### src/rtl/gcd_job_arbiter.sv
// Round-robin arbiter that shares one GCD engine between NUM_REQ requesters,
// one job in flight at a time. Optional zero-operand bypass: GCD_ARB_ZERO_BYPASS_EN.
module gcd_job_arbiter #(
   parameter int NUM_REQ = 4,
   parameter int WIDTH   = 16,
   parameter int IDW     = $clog2(NUM_REQ)
) (
   input  logic                     clk,
   input  logic                     rst,
   input  logic [NUM_REQ-1:0]       req_valid_i,
   input  logic [NUM_REQ*WIDTH-1:0] req_a_i,
   input  logic [NUM_REQ*WIDTH-1:0] req_b_i,
   output logic [NUM_REQ-1:0]       req_ready_o,
   output logic [NUM_REQ-1:0]       resp_valid_o,
   input  logic [NUM_REQ-1:0]       resp_ready_i,
   output logic [WIDTH-1:0]         resp_data_o,
   output logic                     core_start_o,
   output logic [WIDTH-1:0]         core_a_o,
   output logic [WIDTH-1:0]         core_b_o,
   input  logic                     core_done_i,
   input  logic [WIDTH-1:0]         core_result_i,
   output logic                     busy_o,
   output logic [IDW-1:0]           grant_id_o
);

   typedef enum logic [1:0] {S_IDLE, S_LAUNCH, S_WAIT, S_RESP} state_e;

   state_e           state_q;
   logic [IDW-1:0]   rr_ptr_q;
   logic [IDW-1:0]   id_q;
   logic [WIDTH-1:0] a_q;
   logic [WIDTH-1:0] b_q;
   logic [WIDTH-1:0] res_q;
   logic             start_q;

   logic [WIDTH-1:0] a_arr [NUM_REQ];
   logic [WIDTH-1:0] b_arr [NUM_REQ];
   logic             sel_found;
   logic [IDW-1:0]   sel_id;
   logic [IDW:0]     scan_sum;
   logic [WIDTH-1:0] sel_a;
   logic [WIDTH-1:0] sel_b;
   logic [IDW-1:0]   rr_next;

   for (genvar g = 0; g < NUM_REQ; g++) begin : g_unpack
      assign a_arr[g] = req_a_i[g*WIDTH +: WIDTH];
      assign b_arr[g] = req_b_i[g*WIDTH +: WIDTH];
   end

   // Scan from rr_ptr upward, wrapping modulo NUM_REQ; the first valid requester wins.
   // NOTE: every signal written here gets a default first so no latch is inferred.
   always_comb begin
      sel_found = 1'b0;
      sel_id    = '0;
      scan_sum  = '0;
      for (int i = 0; i < NUM_REQ; i++) begin
         scan_sum = {1'b0, rr_ptr_q} + (IDW+1)'(i);
         if (scan_sum >= (IDW+1)'(NUM_REQ)) scan_sum = scan_sum - (IDW+1)'(NUM_REQ);
         if (!sel_found && req_valid_i[scan_sum[IDW-1:0]]) begin
            sel_found = 1'b1;
            sel_id    = scan_sum[IDW-1:0];
         end
      end
   end

   assign sel_a   = a_arr[sel_id];
   assign sel_b   = b_arr[sel_id];
   assign rr_next = (id_q == IDW'(NUM_REQ-1)) ? '0 : id_q + IDW'(1);

   always_comb begin
      req_ready_o = '0;
      if (state_q == S_IDLE && sel_found) req_ready_o[sel_id] = 1'b1;
   end

   always_comb begin
      resp_valid_o = '0;
      if (state_q == S_RESP) resp_valid_o[id_q] = 1'b1;
   end

   assign busy_o       = (state_q != S_IDLE);
   assign grant_id_o   = busy_o ? id_q : '0;
   assign core_a_o     = a_q;
   assign core_b_o     = b_q;
   assign resp_data_o  = res_q;
   assign core_start_o = start_q;

   // NOTE: sequential state uses non-blocking assignments so every register samples pre-edge values.
   always_ff @(posedge clk) begin
      if (rst) begin
         state_q  <= S_IDLE;
         rr_ptr_q <= '0;
         id_q     <= '0;
         a_q      <= '0;
         b_q      <= '0;
         res_q    <= '0;
         start_q  <= 1'b0;
      end else begin
         start_q <= 1'b0;
         case (state_q)
            S_IDLE: begin
               if (sel_found) begin
                  a_q  <= sel_a;
                  b_q  <= sel_b;
                  id_q <= sel_id;
`ifdef GCD_ARB_ZERO_BYPASS_EN
                  // GCD(x,0) = x, so a zero operand is answered without the engine.
                  if (sel_a == '0 || sel_b == '0) begin
                     res_q   <= sel_a | sel_b;
                     state_q <= S_RESP;
                  end else begin
                     start_q <= 1'b1;
                     state_q <= S_LAUNCH;
                  end
`else
                  start_q <= 1'b1;
                  state_q <= S_LAUNCH;
`endif
               end
            end
            S_LAUNCH: state_q <= S_WAIT;
            S_WAIT: begin
               if (core_done_i) begin
                  res_q   <= core_result_i;
                  state_q <= S_RESP;
               end
            end
            S_RESP: begin
               if (resp_ready_i[id_q]) begin
                  rr_ptr_q <= rr_next;
                  state_q  <= S_IDLE;
               end
            end
            default: state_q <= S_IDLE;
         endcase
      end
   end

endmodule

### config.mk
export PLATFORM = sky130hd
export DESIGN_NAME = gcd_job_arbiter
export DESIGN_NICKNAME = d
export VERILOG_FILES = /design/src/rtl/gcd_job_arbiter.sv
export SDC_FILE = /design/constraint.sdc
export NUM_CORES = 1
export LEC_CHECK = 0
export CAP_MARGIN = 10
export CORE_MARGIN = 8
export CORE_UTILIZATION = 30
export CTS_CLUSTER_SIZE = 25
export DETAILED_ROUTE_END_ITERATION = 16
export PLACE_DENSITY = 0.73
export SYNTH_ARGS = -nofsm -noshare
export SYNTH_HDL_FRONTEND = slang
export SYNTH_SLANG_ARGS = --single-unit
### constraint.sdc
create_clock -name clk -period 2.4 [get_ports clk]
set_input_delay 0.48 -clock clk [delete_from_list [all_inputs] [get_ports clk]]
set_output_delay 0.48 -clock clk [all_outputs]
set_load 0.1 [all_outputs]
==> results of run 1 <==
==> cell usage after synthesis <==
library cell	instances
a21oi_1	22
nor3_2	1
nand2b_1	4
mux4_2	1
nor3b_1	1
clkbuf_1	8
or3_1	1
nand2_1	73
and2b_1	1
buf_6	2
nor2b_1	3
o221ai_1	32
nand3_1	1
mux2i_1	65
a221oi_1	1
buf_2	12
inv_1	6
o32a_1	1
nor3_1	3
dfxtp_1	55
nor4_1	1
nor2_1	9
o21a_1	1
and3_1	1
ha_1	7
and2_1	5
==> per-stage QoR <==
stage / util (%) / TNS, ps / instance area, sq um
3_5_place_dp: 56.3 / -5840 / 5200
4_1_cts: 57.5 / 0 / 5320
3_3_place_gp: 56.3 / -6700 / 5200
6_report: 57.5 / 0 / 5320
2_1_floorplan: - / -89.5 / 2950
5_1_grt: 57.5 / 0 / 5320
==> per-layer routing <==
layer / global-route usage, % / routed length, um / vias to the layer above
met5: 0 / 0 / -
met4: 3.91 / 109 / 0
met3: 5.34 / 717 / 6
met2: 32.5 / 6320 / 112
met1: 17.2 / 4350 / 1488
li1: - / - / 1573
==> cell type report <==
type                    instances  area share (%)
clock buffers                   5            1.29
repair buffers                233            41.7
multi-input cells             234            32.4
flip-flops and latches         55            20.7
clock inverters                 3           0.377
well taps                     129            3.04
inverters                       6           0.494
==> registers in the layout, summed over array words and instances, names as in the netlist <==
| name | cells |
|---|---|
| id_q | 2 |
| rr_ptr_q | 2 |
| resp_data_o | 16 |
| state_q | 2 |
| core_b_o | 16 |
| core_a_o | 16 |
| core_start_o | 1 |
==> worst max-delay path, cell delays in order <==
cell and delay [ps]:
dlygate4sd2_1 270, nand2b_4 170, a21oi_2 40, o32a_4 440, and3_2 220, buf_12 170
==> logic make-up (layout without fill, tap and decap cells) <==
| logic type | after synthesis | in the layout |
|---|---|---|
| AOI/OAI and AO/OA | 57 | 57 |
| adders and majority gates | 7 | 7 |
| buffers and inverters | 28 | 247 |
| DFF | 55 | 55 |
| muxes | 66 | 66 |
| and+or+nand+nor | 104 | 104 |
==> where the power goes <==
part	internal, mW	total (mW)	switching [mW]
sequential	1.15	1.29	0.142
combinational	0.944	3.42	2.47
clock	0.204	0.521	0.317
==> how the worst min path moves through the flow <==
stage,cells past startpoint,start,to
final,2,resp_data_o[3],resp_data_o[3]
after detailed placement,2,resp_data_o[8],resp_data_o[8]
after floorplan,2,rr_ptr_q[0],rr_ptr_q[0]
after CTS,2,resp_data_o[8],resp_data_o[8]
after global routing,2,resp_data_o[9],resp_data_o[9]
after global placement,2,resp_data_o[8],resp_data_o[8]
==> results.md, run 1 <==
- Post-CTS resize count: 10
- Clk_skew: 11.2 ps
- Final Instance Count excl. Fillers: 665
- FF+latch area: 1100 sq um
- Worst hold margin: 462 ps
- Vias per inst: 4.78
- Worst endpoint data arrival time: 1780 ps
- Pins Over Slew Limit: 0
- CTS tree: built
- Cell area after synthesis: 2860 sq um
- Pre-CTS setup slack: -183 ps
- Synthesized instance count: 317
- CP startpoint: req_valid_i[1]
- Sequential fraction of the synthesis area: 38.5%
- Clock Latency Late Sink: 300 ps
- Final setup violation count: 0
- Maximum vdd drop: 533 uV
- Total gr overflow: 0
- Library cell occupying the most area in the post-synthesis netlist: dfxtp_1
- Y dimension of the die: 114 um
- Antenna Cells: 0
- Antenna violations before repair: 0
- Clk Tree Root Cell: clkbuf_8
- Final layout net count: 697
- Worst reg2reg setup slack: 570 ps
- Number of I/O port buffers: 214
- Number of remaining DRC errors: 0
- GRT Overall Usage: 16.9%
- Fraction of post-synthesis cell area in the top cell type by area: 38.5%
- Post-Synth XOR/XNOR Area: 0%
- Vias in the first global route: 3451
- Total wirelength of the detailed-routed design: 11.5 mm
- Worst R2R End: core_a_o[6]
- Via Count: 3179
- Number of DRC markers in iteration 0: 120
- Peak fanout along the critical path: 6
- Area contributors post-synth: dfxtp_1, mux2i_1, o221ai_1
- Fin crit share: 94.3%
- Number of nets with antenna violations after routing: 0
- Average cell area after synthesis: 9.02 sq um
- Setup crit start kind: input pin
- Kind of capture point of the worst setup path: output port
- Complex-gate fraction of the synthesized area: 14.6%
- Max frequency: 442 MHz
- Required time at the worst-slack endpoint: 1920 ps
- Adder and majority cell fraction of the synthesized area: 3.06%
- Static leakage: 2.10 nW
- Headroom to the max-slew limit: 62.5%
- Power Dens Cells: 984 nW/um^2
- Number of clock sinks: 55
- Crit path kind: input pin to output port
- Number of distinct library cell variants in the gate-level netlist after synthesis: 26
- Count of state elements after synthesis: 55
- Pin count of the biggest net entering global routing: 24
- Die Footprint: 12900 sq um
- Maximum number of buffers from clock root to sink: 2
- Leading cell types in the layout, fill and taps excluded: clkdlybuf4s50_1, nand2_1, buf_4, mux2i_1, dfxtp_1
- Number of detailed-route iterations in the first pass: 4
- Starting density of the core: 31.0%
- Number of levels the H-tree was split into: 2
- Slew at the pin with the worst max-slew slack: 560 ps
- Final Worst Setup Slack: 137 ps
- Growth of design area from synthesis to finish: 85.8%
- I/O pin total: 215
- Count of final hold-check violations: 0
- Startpoint of the worst-slack reg-to-reg timing path: rr_ptr_q[0]
- Unrepaired setup endpoints after global routing: false
- Fillers: 844
- Final estimated routing congestion in global placement: 0.811
- Post-CTS Hold Fix Bufs: 0
- TritonCTS Buffers: 5
- Worst hold path type: flop to flop
- Share of layout cells above drive strength 1: 19.6%
- Final routed wire length divided by cell count: 17.3 um
- X dimension of the die: 114 um
- Overall power after layout: 5.23 mW
- Placeable Area: 9240 sq um
- Fraction of the mapped netlist area in simple logic gates: 15.6%
- Final HPWL from detailed placement: 9.65 mm
- Total placed cells including tap cells: 657
- Clock transition at path regs: 100 ps
- Combined area of the multi-input logic cells: 1720 sq um
- Row cnt: 35
- Wire length of the first global-routing pass: 17.5 mm
- Result of the run: finished, final reports clean
- Maximum Capacitance Violations: 0
- Post-CTS setup-driven buffer insertion count: 0
- Yosys warnings: 0
- Time the final worst path needs with I/O delays and setup: 2260 ps
- Capturing element of the worst setup path: req_ready_o[3]
- Mux cell area share after synthesis: 23.5%
- Most common cell after layout, fill and taps aside: clkdlybuf4s50_1
- Dominant combinational cell family by area after synthesis: multiplexers
- Reg2reg path depth: 7
- Net count of the mapped netlist: 479
Power figures use the tool's default switching activity.
==> run 2, diff against run 1 <==
Settings changed: SLEW_MARGIN from default to 0.
==> results of run 2 <==
Same layout as run 1: the final DEF is identical, and so are final timing and power.
==> run 3, diff against run 2 <==
Settings changed: PLACE_DENSITY 0.73 to default, PLACE_DENSITY_LB_ADDON from default to 0.1.
==> results.md, run 3 (synthesis gave the netlist of run 1 again) <==
- Final HPWL from detailed placement: 8.94 mm (-7.4%)
- X dimension of the die: 114 um (unchanged)
- Maximum number of buffers from clock root to sink: 2 (unchanged)
- Final routed wire length divided by cell count: 16.5 um (-4.3%)
- Maximum Capacitance Violations: 0 (unchanged)
- Number of detailed-route iterations in the first pass: 4 (unchanged)
- Wire length of the first global-routing pass: 16.9 mm (-3.1%)
- Reg2reg path depth: 7 (unchanged)
- Time the final worst path needs with I/O delays and setup: 2290 ps (+23.1 ps)
- Number of remaining DRC errors: 0 (unchanged)
- Static leakage: 2.10 nW (about the same)
- Fin crit share: 95.3% (+0.96 points)
- Number of nets with antenna violations after routing: 0 (unchanged)
- TritonCTS Buffers: 5 (unchanged)
- Number of clock sinks: 55 (unchanged)
- Final setup violation count: 0 (unchanged)
- CTS tree: built
- Via Count: 3132 (-1.5%)
- Setup crit start kind: input pin
- Most common cell after layout, fill and taps aside: clkdlybuf4s50_1
- Growth of design area from synthesis to finish: 86.2%
- Fillers: 866 (+2.6%)
- Placeable Area: 9240 sq um (unchanged)
- Startpoint of the worst-slack reg-to-reg timing path: rr_ptr_q[0]
- Sum of negative setup slack: 0 ps (unchanged)
- Die Footprint: 12900 sq um (unchanged)
- Pin count of the biggest net entering global routing: 43 (+79%)
- Total gr overflow: 0 (unchanged)
- Overall power after layout: 5.26 mW (+0.57%)
- FF+latch area: 1100 sq um (unchanged)
- Worst hold margin: 461 ps (-1.66 ps)
- Antenna violations before repair: 0 (unchanged)
- Clock Latency Late Sink: 310 ps (about the same)
- Max frequency: 437 MHz (-1.0%)
- Worst R2R End: core_b_o[4]
- Row cnt: 35 (unchanged)
- Clk_skew: 10.4 ps (-0.808 ps)
- Worst endpoint data arrival time: 1810 ps (+30 ps)
- Peak fanout along the critical path: 4 (-2)
- Maximum vdd drop: 438 uV (-18%)
- Total wirelength of the detailed-routed design: 11.0 mm (-4.3%)
- Number of levels the H-tree was split into: 2 (unchanged)
- Result of the run: finished, final reports clean
- Count of final hold-check violations: 0 (unchanged)
- I/O pin total: 215 (unchanged)
- Clk Tree Root Cell: clkbuf_8
- Share of layout cells above drive strength 1: 19.4% (-0.19 points)
- Unrepaired setup endpoints after global routing: false
- Endpoint with the worst hold slack: resp_data_o[6]
- Combined area of the multi-input logic cells: 1720 sq um (-0.22%)
- Antenna Cells: 0 (unchanged)
- Vias per inst: 4.71 (-1.5%)
- Final estimated routing congestion in global placement: 0.735 (-9.4%)
- Hold_sp: resp_data_o[6]
- Leading cell types in the layout, fill and taps excluded: clkdlybuf4s50_1, nand2_1, buf_4, mux2i_1, dfxtp_1
- Pins Over Slew Limit: 0 (unchanged)
- Power Dens Cells: 988 nW/um^2 (+0.35%)
- Kind of capture point of the worst setup path: output port
- Headroom to the max-slew limit: 61.1% (-1.4 points)
- Required time at the worst-slack endpoint: 1920 ps (about the same)
- Crit path kind: input pin to output port
- GRT Overall Usage: 16.2% (-0.68 points)
- Fin util: 57.6% (+0.12 points)
- Clock transition at path regs: 110 ps (about the same)
- Vias in the first global route: 3297 (-4.5%)
- Worst reg2reg setup slack: 540 ps (-30 ps)
- Number of DRC markers in iteration 0: 116 (-3.3%)
- Worst hold path type: flop to flop
- Starting density of the core: 31.0% (unchanged)
- Cell depth of the worst min-delay path: 2 (unchanged)
- Number of I/O port buffers: 214 (unchanged)
- Y dimension of the die: 114 um (unchanged)
- Slew at the pin with the worst max-slew slack: 583 ps (+22.6 ps)
- Final layout net count: 697 (unchanged)
## run 3: repair_timing
action	in CTS	in global routing
resized for setup	6	5
pin swaps	1	2
buffers inserted	1	0
hold buffers	0	0
setup endpoints to repair	4	2
## run 3: worst max-delay path by stage
stage	startpoint	depth (start not counted)	to	slack, ps
3_5_place_dp	req_valid_i[1]	8	core_b_o[4]	-160
6_report	req_valid_i[0]	7	req_ready_o[3]	110
5_1_grt	req_valid_i[0]	7	req_ready_o[3]	7
4_1_cts	req_valid_i[2]	7	req_ready_o[3]	50
2_1_floorplan	req_valid_i[1]	6	req_ready_o[0]	-50
3_3_place_gp	req_valid_i[2]	7	req_ready_o[3]	-150
## run 3: metrics by stage
| stage | area [sq um] | instances | setup slack, ps |
|---|---|---|---|
| floorplan | 2950 | 317 | -46.1 |
| global placement | 5210 | 656 | -150 |
| detailed placement | 5210 | 656 | -162 |
| CTS | 5320 | 665 | 45.3 |
| global route | 5330 | 665 | 7.05 |
| finish | 5330 | 665 | 114 |
## run 3: where the power goes
part	internal, mW	leakage [nW]	switching (mW)
Clock	0.210	0.0443	0.331
Combinational	0.971	1.60	2.46
Sequential	1.15	0.451	0.132
Total	2.33	2.10	2.93
## run 3: layout make-up
| class | instances | share of cell area [%] |
|---|---|---|
| clock inverters | 3 | 0.470 |
| well taps | 129 | 3.03 |
| repair buffers | 233 | 41.8 |
| clock buffers | 5 | 1.29 |
| inverters | 6 | 0.493 |
| multi-input cells | 234 | 32.2 |
| flip-flops and latches | 55 | 20.7 |
## run 3: metal layers
metal | vias to the layer above | share of wire (%) | GRT usage [%]
met5 | - | 0 | 0
met4 | 0 | 0.91 | 3.29
met3 | 6 | 7.5 | 5.55
met2 | 111 | 54 | 30.7
met1 | 1445 | 38 | 16.9
li1 | 1570 | - | -
## run 3: worst max-delay path, cell delays in order
cell	delay (ps)
clkdlybuf4s15_1	240
nor2b_1	160
o21a_1	180
nor3_2	200
buf_4	170
and3_4	200
buf_12	170
